[config.mk]
export PLATFORM = sky130hd
export DESIGN_NAME = conv_3x3_weight_streamer
export DESIGN_NICKNAME = d
export VERILOG_FILES = /design/src/rtl/conv_3x3_weight_streamer.sv
export SDC_FILE = /design/constraint.sdc
export NUM_CORES = 1
export LEC_CHECK = 0
export ABC_AREA = 1
export CORE_UTILIZATION = 35
export CTS_BUF_LIST = sky130_fd_sc_hd__clkbuf_16
export CTS_CLUSTER_SIZE = 25
export DETAILED_ROUTE_END_ITERATION = 8
export PLACE_DENSITY = 0.61
export SLEW_MARGIN = 20
export SYNTH_ARGS = -nofsm -noshare
export SYNTH_HDL_FRONTEND = slang
export SYNTH_SLANG_ARGS = --single-unit
[constraint.sdc]
create_clock -name clk -period 4.6 [get_ports clk]
set_input_delay 1.38 -clock clk [delete_from_list [all_inputs] [get_ports clk]]
set_output_delay 1.38 -clock clk [all_outputs]
set_load 0.005 [all_outputs]
[src/rtl/conv_3x3_weight_streamer.sv]
// Streams NUM_KERNELS 3x3 kernels from a 1-cycle-latency weight RAM as contiguous valid bursts,
// and answers conv-engine load requests only for kernels that have settled in the weight buffer.
module conv_3x3_weight_streamer #(
  parameter int DATA_WIDTH  = 32,
  parameter int ADDR_WIDTH  = 8,
  parameter int KERNEL_SIZE = 9,
  parameter int CNT_WIDTH   = 4,
  parameter int NUM_KERNELS = 16,
  parameter int KCNT_WIDTH  = 5,
  parameter int GAP_CYCLES  = 1,
  parameter int SETTLE      = 12
) (
  input  logic                  clk,
  input  logic                  reset,
  input  logic                  start_i,
  input  logic [ADDR_WIDTH-1:0] base_addr_i,
  output logic                  mem_rd_en_o,
  output logic [ADDR_WIDTH-1:0] mem_addr_o,
  input  logic [DATA_WIDTH-1:0] mem_rdata_i,
  output logic                  valid_out_o,
  output logic [DATA_WIDTH-1:0] out_o,
  input  logic                  load_req_i,
  output logic                  load_weights_o,
  output logic                  load_drop_o,
  output logic                  busy_o,
  output logic                  done_o
);

  localparam int GW = (GAP_CYCLES > 1) ? $clog2(GAP_CYCLES) : 1;
  localparam logic [KCNT_WIDTH:0] PEND_MAX = (KCNT_WIDTH + 1)'(NUM_KERNELS);

  typedef enum logic [1:0] {S_IDLE, S_FETCH, S_GAP, S_DRAIN} state_t;

  state_t                  state_q;
  logic [ADDR_WIDTH-1:0]   addr_q;
  logic [CNT_WIDTH-1:0]    beat_q;
  logic [KCNT_WIDTH-1:0]   kidx_q;
  logic [GW-1:0]           gap_q;
  logic [1:0]              drain_q;
  logic                    rd_en_q;
  logic                    busy_q;
  logic                    done_q;

  logic                    rd_d1_q;
  logic                    valid_q;
  logic [DATA_WIDTH-1:0]   out_q;
  logic                    last_d1_q;
  logic                    last_d2_q;
  logic                    rd_last;

  logic [SETTLE-1:0]       settle_q;
  logic [SETTLE-1:0]       settle_d;
  logic [KCNT_WIDTH-1:0]   pending_q;
  logic [KCNT_WIDTH-1:0]   pending_d;
  logic [KCNT_WIDTH:0]     pend_sum;
  logic                    emerge;
  logic                    accept;
  logic                    load_weights_q;
  logic                    load_drop_q;

  always_ff @(posedge clk) begin
    if (reset) begin
      state_q <= S_IDLE;
      addr_q  <= '0;
      beat_q  <= '0;
      kidx_q  <= '0;
      gap_q   <= '0;
      drain_q <= '0;
      rd_en_q <= 1'b0;
      busy_q  <= 1'b0;
      done_q  <= 1'b0;
    end else begin
      done_q <= 1'b0;
      if (done_q) busy_q <= 1'b0;
      case (state_q)
        S_IDLE: begin
          if (start_i) begin
            state_q <= S_FETCH;
            addr_q  <= base_addr_i;
            beat_q  <= '0;
            kidx_q  <= '0;
            rd_en_q <= 1'b1;
            busy_q  <= 1'b1;
          end
        end
        S_FETCH: begin
          addr_q <= addr_q + ADDR_WIDTH'(1);
          if (beat_q == CNT_WIDTH'(KERNEL_SIZE - 1)) begin
            beat_q  <= '0;
            rd_en_q <= 1'b0;
            if (kidx_q == KCNT_WIDTH'(NUM_KERNELS - 1)) begin
              state_q <= S_DRAIN;
              drain_q <= '0;
            end else begin
              state_q <= S_GAP;
              gap_q   <= '0;
              kidx_q  <= kidx_q + KCNT_WIDTH'(1);
            end
          end else begin
            beat_q <= beat_q + CNT_WIDTH'(1);
          end
        end
        S_GAP: begin
          if (gap_q == GW'(GAP_CYCLES - 1)) begin
            state_q <= S_FETCH;
            rd_en_q <= 1'b1;
          end else begin
            gap_q <= gap_q + GW'(1);
          end
        end
        S_DRAIN: begin
          // Wait until the final read has left valid_out before signalling completion.
          if (drain_q == 2'd2) begin
            state_q <= S_IDLE;
            done_q  <= 1'b1;
          end else begin
            drain_q <= drain_q + 2'd1;
          end
        end
        default: state_q <= S_IDLE;
      endcase
    end
  end

  assign rd_last = (state_q == S_FETCH) && (beat_q == CNT_WIDTH'(KERNEL_SIZE - 1));

  // Read pipe: the "last beat" flag travels alongside the strobe so it lines up with valid_out.
  always_ff @(posedge clk) begin
    if (reset) begin
      rd_d1_q   <= 1'b0;
      valid_q   <= 1'b0;
      out_q     <= '0;
      last_d1_q <= 1'b0;
      last_d2_q <= 1'b0;
    end else begin
      rd_d1_q   <= rd_en_q;
      valid_q   <= rd_d1_q;
      last_d1_q <= rd_last;
      last_d2_q <= last_d1_q;
      if (rd_d1_q) out_q <= mem_rdata_i;
    end
  end

  generate
    for (genvar gi = 0; gi < SETTLE; gi++) begin : g_settle
      if (gi == 0) begin : g_head
        assign settle_d[gi] = last_d2_q;
      end else begin : g_tail
        assign settle_d[gi] = settle_q[gi-1];
      end
    end
  endgenerate

  assign emerge = settle_q[SETTLE-1];
  assign accept = load_req_i && (pending_q != '0);

  always_comb begin
    pend_sum  = {1'b0, pending_q} + {{KCNT_WIDTH{1'b0}}, emerge} - {{KCNT_WIDTH{1'b0}}, accept};
    pending_d = pending_q;
    if (pend_sum > PEND_MAX) pending_d = PEND_MAX[KCNT_WIDTH-1:0];
    else                     pending_d = pend_sum[KCNT_WIDTH-1:0];
  end

  always_ff @(posedge clk) begin
    if (reset) begin
      settle_q       <= '0;
      pending_q      <= '0;
      load_weights_q <= 1'b0;
      load_drop_q    <= 1'b0;
    end else begin
      settle_q       <= settle_d;
      pending_q      <= pending_d;
      load_weights_q <= accept;
      load_drop_q    <= load_req_i && !accept;
    end
  end

  assign mem_rd_en_o    = rd_en_q;
  assign mem_addr_o     = addr_q;
  assign valid_out_o    = valid_q;
  assign out_o          = out_q;
  assign load_weights_o = load_weights_q;
  assign load_drop_o    = load_drop_q;
  assign busy_o         = busy_q;
  assign done_o         = done_q;

endmodule

==> results.txt, run 1 <==
The run finished with clean final reports. VDD sags by at most 0.2059 mV. The worst-case headroom to the max-slew limit was 0.3186; the cell area after synthesis was 3303 sq um. At the worst endpoint, the required time is 4.83 ns. For the worst-skew pair, the clock arrives at the later sink with an insertion delay of 0.34 ns.

At the pin with the least slew margin, the transition time is 1.016 ns. When the netlist entered floorplanning its net count stood at 487. The post-layout minimum cycle time was 3.307 ns; the average routed wire per standard cell was 11.75 um.

The post-detailed-route count of antenna-violating nets was 0. Summed negative setup slack over all endpoints: 0 ns. Sorting the synthesized cells by area gives the leading types as sky130_fd_sc_hd__dfxtp_1, sky130_fd_sc_hd__nor2_1, sky130_fd_sc_hd__o21ai_0, sky130_fd_sc_hd__inv_1, sky130_fd_sc_hd__ha_1.

For this design the static power due to leakage is 1.873 nW. The tools report the worst reg2reg path startpoint as pending_q[2]. The tools report the category of the worst setup path capture point as a flop. The clock passes through at most 2 buffers. The area inside the core boundary was 9196 sq um; the share of flip-flops with an asynchronous set or reset was 0. The run gives 0 as the post-cts repair resize count. The H-tree generated during clock tree synthesis spans 3 levels. Between clock sinks in the finished design, the worst skew comes to 0.01068 ns. Most used standard cell by instance count after synthesis: sky130_fd_sc_hd__nor2_1. For this design, the sink count on the clock tree is 79. Fraction of layout instances using a drive strength above 1: 0.06564. The count of antenna diodes in the layout was 0; the largest net degree at the start of global routing was 41. The final wirelength is 7391 um, and the synthesis-to-layout area growth is 37.08%.

The standard-cell row count came out at 35. The tools report the end point of the most critical hold path as settle_q[11]. The maximum net fanout on the critical path was 40; the number of warning messages in the yosys log was 0.

In the routed layout, each cell is associated on average with a via count of 4.626. The number of different library cells in the post-synthesis netlist came out at 32. The proportion of synthesized chip area in sequential cells came out at 0.4788.

In this run the mean area of a mapped cell was 7.700 sq um. The die is 99.15 um wide. The count of buffers added by post-CTS timing repair for setup is 0, and the total power density per cell area is 429.4 nW/um^2. The setup slack of the worst register-to-register path was 2.11 ns. Share of the clock period used by the worst path after layout: 0.7188. The fmax is 302.4 MHz. The synthesized design spends more area on one cell type than any other, namely sky130_fd_sc_hd__dfxtp_1. Once routing completed, OpenROAD measured the worst setup slack at 1.293 ns.

For this run the aggregate overflow at the end of global routing stands at 0. The logs give 12,650 um for the global-route wire length before repair and 0.1605 for the aggregate global-route resource usage. The number of cells on the worst reg-to-reg path was 15; the hold slack was 0.4023 ns. The number of failing hold endpoints at the final stage was 0; the instance count of the mapped netlist was 429. The effective utilization at floorplan came out at 0.3592. The final total power is 0.001945 W, and the final RePlAce weighted congestion is 0.8615. The die span in y is 99.15 um, and the area share of the largest cell type after synthesis is 0.4788.

The clock buffer count from CTS came out at 9. By count the netlist is led by sky130_fd_sc_hd__nor2_1, sky130_fd_sc_hd__dfxtp_1, sky130_fd_sc_hd__inv_1, sky130_fd_sc_hd__o21ai_0, sky130_fd_sc_hd__nand2_1. The worst hold path belongs to the class reg -> reg. Start point of the worst hold path: settle_q[10].

The number of slew-limit violations in the final report is 0, and the number of DRC markers in iteration 0 is 87. The logs give 0 for the number of endpoints failing setup at the final stage and 0 for the final routed DRC violation total. After clock tree synthesis, the flow added hold-fix buffers numbering 0. Max-cap violations in this run came to 0. The routed via count was 2,910; the area of the die was 9830 sq um.

Pin placement for this block handled 90 I/O pins. The via count of the first global-routing pass is 2,923, and the number of search-and-repair iterations in the first detailed-routing pass is 6. For this run, the post-layout net count is 571. In this run the critical register-to-register path is captured at pending_q[2]. The number of instances on the worst hold path was 2. Most instantiated flip-flop cell in the synthesis netlist: sky130_fd_sc_hd__dfxtp_1. The synthesized flop and latch total was 79. The clock edge transition at the registers on the reported setup and hold paths came out at 0.07 ns. The type of the worst setup path was in -> reg. The count of flip-flops with a built-in enable after synthesis is 0, and the HPWL after detailed placement is 5021 um. Setup repair after global routing left no endpoint under its margin. For the worst slack at placement, the log shows 1.007 ns. For the worst setup path, the data arrival time is 3.53 ns. TritonCTS built the clock tree. The run gives 0 as the initial antenna violation count. Kind of launch point of the worst setup path: an input pin. Count of buffers inserted at the top-level ports: 89. The root buffer cell is sky130_fd_sc_hd__clkbuf_16.

The critical path starts at reset.
-- area by class of cell --
type / count / area (sq um)
Sequential cell: 79 / 1582
Inverter: 51 / 196.4
Fill cell: 893 / 4668
Clock buffer: 9 / 225.2
Tap cell: 111 / 138.9
Multi-Input combinational cell: 282 / 1439
Clock inverter: 7 / 48.80
Timing Repair Buffer: 90 / 898.4
-- routing by layer --
metal | vias up | wire length (um) | GRT usage
met4 | 0 | 74 | 0.05769
met5 | - | 0 | 0
li1 | 1520 | - | -
met3 | 8 | 660 | 0.07941
met1 | 1304 | 3467 | 0.1799
met2 | 78 | 3189 | 0.2647
-- state kept, by name, indices dropped and copies added (netlist names) --
signal          cells
pending_q           5
last_d2_q           1
rd_d1_q             1
busy_o              1
mem_addr_o          8
state_q             2
last_d1_q           1
settle_q           12
done_o              1
kidx_q              5
beat_q              4
out_o              32
mem_rd_en_o         1
load_weights_o      1
load_drop_o         1
valid_out_o         1
drain_q             2
-- critical path, stage by stage --
cell and delay (ns):
sky130_fd_sc_hd__clkdlybuf4s50_1 0.46, sky130_fd_sc_hd__buf_4 0.35, sky130_fd_sc_hd__clkinv_1 0.90, sky130_fd_sc_hd__o21ai_0 0.36
sky130_fd_sc_hd__nor2_1 0.06
-- worst max path at each step --
stage | endpoint | slack, ns | cells past startpoint
3_3_place_gp | pending_q[2] | 1.09 | 13
3_5_place_dp | pending_q[2] | 1.01 | 13
2_1_floorplan | pending_q[2] | 1.60 | 12
6_report | out_o[10] | 1.29 | 5
5_1_grt | out_o[17] | 1.03 | 5
4_1_cts | pending_q[2] | 1.33 | 13
-- metrics by stage --
| stage | instance area [sq um] | instances | util |
|---|---|---|---|
| final | 4528 | 629 | 0.4924 |
| after global routing | 4528 | 629 | 0.4924 |
| after CTS | 4528 | 629 | 0.4924 |
| after detailed placement | 4254 | 613 | 0.4626 |
| after global placement | 4254 | 613 | 0.4626 |
| after floorplan | 3303 | 429 | - |
-- where the power goes --
part | leakage, nW | internal (W) | total [W] | switching (W)
Clock | 0.135 | 0.000366 | 0.000652 | 0.000286
Sequential | 0.646 | 0.000739 | 0.000775 | 0.0000360
Combinational | 1.09 | 0.000244 | 0.000517 | 0.000274
-- cell usage in the layout, fill, tap and decap left out, types with 6 or more instances in the layout --
cell | synthesis | final
sky130_fd_sc_hd__nand3_1 | 13 | 13
sky130_fd_sc_hd__inv_1 | 47 | 48
sky130_fd_sc_hd__a21oi_1 | 21 | 21
sky130_fd_sc_hd__nor2_1 | 106 | 106
sky130_fd_sc_hd__nand2_2 | 6 | 6
sky130_fd_sc_hd__clkbuf_16 | 0 | 9
sky130_fd_sc_hd__clkdlybuf4s50_1 | 0 | 89
sky130_fd_sc_hd__ha_1 | 13 | 13
sky130_fd_sc_hd__nand2_1 | 43 | 43
sky130_fd_sc_hd__o21ai_0 | 44 | 44
sky130_fd_sc_hd__nor3_1 | 8 | 8
sky130_fd_sc_hd__dfxtp_1 | 79 | 79
-- cells by family after synthesis --
| kind of cell | count (synthesis) | share of synthesized area |
|---|---|---|
| AO/OA/AOI/OAI | 71 | 0.1114 |
| buffers and inverters | 68 | 0.08561 |
| adder cells (fa/ha/maj) | 14 | 0.05530 |
| AND/OR/NAND/NOR | 192 | 0.2557 |
| XOR/XNOR | 5 | 0.01326 |
| flip-flops | 79 | 0.4788 |
No activity file was read; power rests on OpenSTA's default activity.
==> run 2: changes to the inputs <==
--- a/config.mk
+++ b/config.mk
@@ -10,7 +10,7 @@
 export CTS_BUF_LIST = sky130_fd_sc_hd__clkbuf_16
 export CTS_CLUSTER_SIZE = 25
 export DETAILED_ROUTE_END_ITERATION = 8
-export PLACE_DENSITY = 0.61
+export PLACE_DENSITY = 0.64
 export SLEW_MARGIN = 20
 export SYNTH_ARGS = -nofsm -noshare
 export SYNTH_HDL_FRONTEND = slang
==> constraint.sdc (replaced) <==
create_clock -name clk -period 3.03 [get_ports clk]
set_input_delay 0.909 -clock clk [delete_from_list [all_inputs] [get_ports clk]]
set_output_delay 0.909 -clock clk [all_outputs]
set_load 0.005 [all_outputs]
==> run 2 against run 1 <==
  * Combinational power increased by 51%
  * First-iteration DRC count increased by 37%
  * Clock power increased by 76%
  * Power increased by 59%
  * Highest routed layer unchanged
==> results.txt, run 2 (synthesis results as in run 1) <==
The floorplan step defined a core boundary enclosing 9196 sq um. Clock edge transition at the registers on the reported setup and hold paths: 0.06 ns. The logs give 79 for the clock sink total and 369.9 MHz for the fmax. The run gives 0.3592 as the effective utilization at floorplan. Setup violations remaining at the end of the flow were counted as 0. TritonCTS built the clock tree. The flip-flop count of the largest register after layout works out to 32. The worst setup path is launched from an input pin.

After detailed routing, the number of vias per cell comes to 4.664. The number of cells in the finished layout apart from fillers came out at 633. The logs give 0 for the number of slew-limit violations in the final report and 0 for the final routed DRC violation total.

For the largest net degree at the start of global routing, the log shows 41. At the later pin of the worst-skew pair, clock insertion delay measures 0.33 ns. By startpoint and endpoint, the worst setup path is classified as in -> reg.

The tools report the aggregate global-route resource usage as 0.1614. The share of the clock period used by the worst path after layout came out at 0.8922. The run gives 9 as the clock buffer count from CTS.

The die is 99.15 um wide. Setup repair after global routing left no endpoint under its margin. The path class of the tightest hold or removal check is reg -> reg.

The overall overflow remaining after global route was 0. Measured along the y axis, the die boundary spans 99.15 um. The number of instances on the worst hold path was 2; the switching fraction of total power was 0.2857. Once detail routing completed, the nets flagged for antenna violations numbered 0. The final layout contains 575 nets. The clock passes through at most 2 buffers.

The library cell used most frequently in the layout, excluding fill and tap cells, is sky130_fd_sc_hd__nor2_1. The routed via count came out at 2,952. Prior to clock tree synthesis, the placed netlist has a worst setup slack of -0.007527 ns. The run gives 2,847 as the via count of the first global-routing pass. In the final routed layout, each cell accounts on average for 11.60 um. Count of antenna diodes in the layout: 0. Of all nets on the critical path, the largest fanout is 4.

Setup slack on the critical path of the routed design comes to 0.3266 ns. Dividing total power by cell area gives a power density of 673.1 nW/um^2. In this run the core area contains 35 standard-cell rows. Hold repair after CTS inserted 0 buffers. The global-route wire length before repair was 12,760 um. Data arrives at the worst endpoint at 2.92 ns.

After routing the design area is 4607 sq um. The internal power of the cells totals 0.002215 W. The synthesis-to-layout area growth is 39.47%, and the count of buffers added by post-CTS timing repair for setup is 0. The logs give 0 for the initial antenna violation count and 3 for the number of H-tree levels. The proportion of power drawn by the clock network is 0.371.

The tools report the number of search-and-repair iterations in the first detailed-routing pass as 4. The worst setup path is captured at a flop. The area of the die is 9830 sq um. Subtracting the final worst setup slack from the clock period gives 2.703 ns. Fraction of power consumed by combinational cells: 0.252.

The top-level I/O count is 90. In the layout the commonest cells are sky130_fd_sc_hd__nor2_1, sky130_fd_sc_hd__clkdlybuf4s50_1, sky130_fd_sc_hd__dfxtp_1. The number of cells on the worst reg-to-reg path came out at 15. Across the run, the number of max-cap violations was 0. Once placement finished, the instance area stood at 4284 sq um. The tools report the root buffer cell as sky130_fd_sc_hd__clkbuf_16. For the sequential cell fraction of total power, the log shows 0.377. In this run, post-CTS repair resized a total of 0 instances. Final wirelength: 7343 um. The worst-case headroom to the max-slew limit was 0.3557. For this design the static power due to leakage is 1.915 nW. For this design the total switching power over the nets is 0.0008858 W. After detailed placement, the design holds a cell count of 617. The fraction of layout instances using a drive strength above 1 was 0.07471; the count of buffers inserted at the top-level ports was 89. In this run, the number of DRC markers left after iteration 0 of detailed routing was 119. Transition at the pin with the smallest max-transition slack: 0.9654 ns. The number of failing hold endpoints at the final stage was 0; the worst-case vdd ir drop was 0.3330 mV.

Counting the fill cells in the layout gives 876. On the final layout, the worst clock skew is 0.007980 ns. The run finished with clean final reports.

Data on the critical path is required at its endpoint by 3.24 ns. After legalization and detailed placement, the total HPWL measured 5067 um. The congestion estimate from routability-driven global placement came to 0.8218.
## run 2: cell types whose count changed in the layout (fill, tap and decap cells not counted)
cell                         before  now
sky130_fd_sc_hd__buf_4            1    5
sky130_fd_sc_hd__bufinv_16        0    2
sky130_fd_sc_hd__clkinv_4         1    3
sky130_fd_sc_hd__inv_6            3    1
sky130_fd_sc_hd__clkinvlp_4       2    1
sky130_fd_sc_hd__inv_1           48   47
## run 2: power by group through the flow
stage | sequential (W) | clock [W] | combinational (W)
6_report | 0.00117 | 0.00115 | 0.000781
3_5_place_dp | 0.00119 | 0 | 0.000784
2_1_floorplan | 0.00119 | 0 | 0.000518
3_3_place_gp | 0.00119 | 0 | 0.000763
4_1_cts | 0.00117 | 0.00118 | 0.000787
5_1_grt | 0.00118 | 0.00123 | 0.000904
## run 2: stage by stage
step	TNS, ns	util	power [W]	hold slack, ns
2_1_floorplan	0	-	0.001706	0.3883
3_3_place_gp	0	0.4659	0.001953	0.3892
3_5_place_dp	-0.01189	0.4659	0.001977	0.3945
4_1_cts	0	0.5010	0.003140	0.4055
5_1_grt	0	0.5010	0.003310	0.4199
6_report	0	0.5010	0.003101	0.4008
## run 2: path summary, 6_finish.rpt
kind / slack [ns] / from / end
setup reg to reg: 0.64 / pending_q[3] / pending_q[3]
hold reg to reg: 0.40 / settle_q[5] / settle_q[6]
hold / removal: 0.40 / settle_q[5] / settle_q[6]
setup / recovery: 0.33 / load_req_i / pending_q[3]
## run 2: critical path: stages
cell and delay [ns]:
sky130_fd_sc_hd__clkdlybuf4s50_1 0.40, sky130_fd_sc_hd__inv_1 0.07, sky130_fd_sc_hd__nor2_1 0.05, sky130_fd_sc_hd__ha_1 0.26
sky130_fd_sc_hd__inv_1 0.04, sky130_fd_sc_hd__ha_1 0.20, sky130_fd_sc_hd__fa_1 0.42, sky130_fd_sc_hd__nand3_1 0.10
sky130_fd_sc_hd__nand2_1 0.07, sky130_fd_sc_hd__xor2_1 0.16, sky130_fd_sc_hd__nand2_1 0.07, sky130_fd_sc_hd__nand2_1 0.12
sky130_fd_sc_hd__nor2_1 0.05
## run 2: cell type report
class	instances	area [sq um]	area share
tap	111	138.9	0.03015
inverter	51	196.4	0.04264
clock buffer	9	225.2	0.04889
timing repair buffer	94	928.4	0.2015
clock inverter	7	97.59	0.02118
multi-input combinational	282	1439	0.3123
sequential	79	1582	0.3433
## run 2: routing by layer
metal,vias up,part of all wire,track usage
li1,1538,-,-
met2,87,0.45,0.2528
met4,0,0.0069,0.05995
met1,1323,0.45,0.1994
met5,-,0,0
met3,4,0.088,0.06676
==> run 3: changes to the inputs <==
--- a/config.mk
+++ b/config.mk
@@ -10,7 +10,7 @@
 export CTS_BUF_LIST = sky130_fd_sc_hd__clkbuf_16
 export CTS_CLUSTER_SIZE = 25
 export DETAILED_ROUTE_END_ITERATION = 8
-export PLACE_DENSITY = 0.64
+export PLACE_DENSITY = 0.61
 export SLEW_MARGIN = 20
 export SYNTH_ARGS = -nofsm -noshare
 export SYNTH_HDL_FRONTEND = slang
==> constraint.sdc (replaced) <==
create_clock -name clk -period 2.85 [get_ports clk]
set_input_delay 0.855 -clock clk [delete_from_list [all_inputs] [get_ports clk]]
set_output_delay 0.855 -clock clk [all_outputs]
set_load 0.005 [all_outputs]
==> run 3 against run 2 <==
  * First-iteration DRC count down 21%
  * Core utilization fell by 0.29 points
  * Clock power down 6%
  * Power up 2.1%
  * Critical path depth down 1
  * Die area unchanged
  * Critical path type unchanged
  * Highest routed layer unchanged
==> results.txt, run 3 (synthesis results as in run 1) <==
The worst register-to-register path has a setup slack of 0.52 ns. The clock buffer count from CTS is 9. The first detailed-routing pass took 4 iterations.

The logs give 2,839 for the via count of the first global-routing pass and 0 for the number of slew-limit violations in the final report. The endpoint of the worst-slack reg-to-reg timing path is pending_q[0]. The required time at the worst-slack endpoint was 3.11 ns.

OpenSTA, run right after detailed placement, puts the worst setup slack at -0.1448 ns. Traced cell by cell, the critical path runs through clkdlybuf4s50_1 > inv_1 > nor2_1 > ha_1 > inv_1 > ha_1 > fa_2 > xnor2_1 > nand4_1 > nand2_1 > nand2_1 > nor2_1. In this run, the number of DRC markers left after iteration 0 of detailed routing was 94. At the pin with the least slew margin, the transition time is 0.4578 ns. The clock sink total was 79; the number of failing hold endpoints at the final stage was 0. The horizontal die dimension is 99.15 um, and the number of nets in the layout is 577.

Wires add up to 7379 um. The tools report the number of H-tree levels as 3. In this run the vertical extent of the chip is 99.15 um. For this run, design rule violations remaining after detail routing come to 0.

Launch point of the worst path: load_req_i. After clock tree synthesis, the clock-pin slew on the worst setup and hold paths is 0.06 ns. Summed over all nets, the half-perimeter wirelength after detailed placement is 5179 um. Worst path setup slack after routing: 0.2652 ns. The worst setup path is captured at a flop. The first global-routing pass estimated 12,700 um of wire. Detailed routing inserted a total of 2,921 vias. Based on the critical path, the design can be clocked at up to 386.9 MHz. In this run the tool buffered the top-level ports with 89 buffer cells. The fraction of layout instances using a drive strength above 1 is 0.07839. Counting instances, the worst hold path has a depth of 2.

Setup repair after global routing left no endpoint under its margin. The worst setup skew after layout is 0.004607 ns. At the later pin of the worst-skew pair, clock insertion delay measures 0.32 ns.

Classification of the worst-slack hold path: reg -> reg. Count of antenna diodes in the layout: 0. The finished cells cover 4581 sq um.

For this design the ratio of total power to cell area is 691.5 nW/um^2. The number of cells on the worst reg-to-reg path came out at 14. During I/O placement, the number of pins put on the boundary was 90.

The maximum net fanout on the critical path works out to 4. The top cell types in the final layout, fill and taps aside, are sky130_fd_sc_hd__nor2_1, sky130_fd_sc_hd__clkdlybuf4s50_1, sky130_fd_sc_hd__dfxtp_1. The kind of launch point of the worst setup path was an input pin. The buffer levels on the longest clock path is 2. The flip-flop count of the largest register after layout is 32, and the static leakage is 1.916 nW. Following the worst setup path forward leads to its endpoint at pending_q[0]. The run gives 37 as the largest net degree at the start of global routing. The post-layout minimum cycle time is 2.585 ns, and the worst-case headroom to the max-slew limit is 0.6944.

The worst path arrival time is 2.85 ns. Among all stages on the critical path, the largest delay is contributed by sky130_fd_sc_hd__clkdlybuf4s50_1. The flow ran to the end, and the final reports show no timing, DRC or antenna violations.

Including well taps, the total number of placed cells is 619. After detailed routing, the average wire length per cell comes to 11.64 um. The tools report the area of the die as 9830 sq um. The worst setup path is of the in -> reg kind. TritonCTS built the clock tree. Number of endpoints failing setup at the final stage: 0. The effective utilization at floorplan came out at 0.3592. For the initial antenna violation count, the log shows 0. Leaving out fill and tap cells, the most frequent cell in the layout is sky130_fd_sc_hd__nor2_1.

Once placement finished, the instance area stood at 4299 sq um. The floorplan step defined a core boundary enclosing 9196 sq um. The root buffer cell is sky130_fd_sc_hd__clkbuf_16. The finished layout holds 634 standard cells, fillers aside.

The largest single stage delay on the critical path is 0.40 ns. The aggregate global-route resource usage is 0.1615, and the final RePlAce weighted congestion is 0.8368. The logs give 0 for the number of violations of the max-capacitance limit and 0.003167 W for the final total power.

The worst register-to-register path begins at pending_q[2]. After detailed routing, the number of vias per cell comes to 4.607. The share of the clock period used by the worst path after layout is 0.9069. The area growth from synthesis to layout is 38.67%. For the post-detailed-route count of antenna-violating nets, the log shows 0. The logs give 0.3294 mV for the worst-case vdd ir drop and 0 for the count of buffers added by post-CTS timing repair for setup. After global routing the overflow that remains totals 0. The summed negative setup slack over all endpoints is 0 ns, and the standard-cell row count is 35.
[run 3: cell types whose count changed in the layout (fill, tap and decap cells not counted), sizes merged]
cell	delta
bufinv	-1
buf	+2
clkinvlp	-1
inv	+1
[run 3: worst min path at each step]
| stage | from | end |
|---|---|---|
| floorplan | last_d1_q | last_d2_q |
| global placement | settle_q[8] | settle_q[9] |
| detailed placement | settle_q[1] | settle_q[2] |
| CTS | settle_q[1] | settle_q[2] |
| global route | settle_q[8] | settle_q[9] |
| finish | settle_q[1] | settle_q[2] |
[run 3: per-stage QoR]
step,util,hold slack (ns)
final,0.4981,0.4006
after global routing,0.4981,0.4153
after CTS,0.4978,0.4014
after detailed placement,0.4675,0.3940
after global placement,0.4675,0.3919
after floorplan,-,0.3883
[run 3: per-layer routing]
metal,vias up,global-route usage,share of wire
met2,81,0.2587,0.42
met5,-,0,0
met3,6,0.08082,0.097
met1,1304,0.1889,0.47
li1,1530,-,-
met4,0,0.05204,0.0087
[run 3: repair_timing]
item / CTS / global route
hold buffers: 0 / 0
gates resized for setup: 0 / 1
setup endpoints to repair: 0 / 1
[run 3: layout make-up]
type                    instances  area [sq um]
fillers                       907          4616
flip-flops and latches         79          1582
multi-input cells             282          1441
repair buffers                 96         943.4
clock buffers                   9         225.2
inverters                      51         196.4
well taps                     111         138.9
clock inverters                 6         53.80
[run 3: power by group]
group / internal, W / total [W] / switching [W]
clock: 0.000663 / 0.00108 / 0.000420
sequential: 0.00119 / 0.00125 / 0.0000520
combinational: 0.000399 / 0.000838 / 0.000439
total: 0.00226 / 0.00317 / 0.000912
[run 3: critical path, delay by kind of cell]
family | cells | cell delay, ns
fa+ha+maj | 3 | 0.82
buf+inv | 3 | 0.51
xor+xnor | 1 | 0.23
simple gates | 5 | 0.45
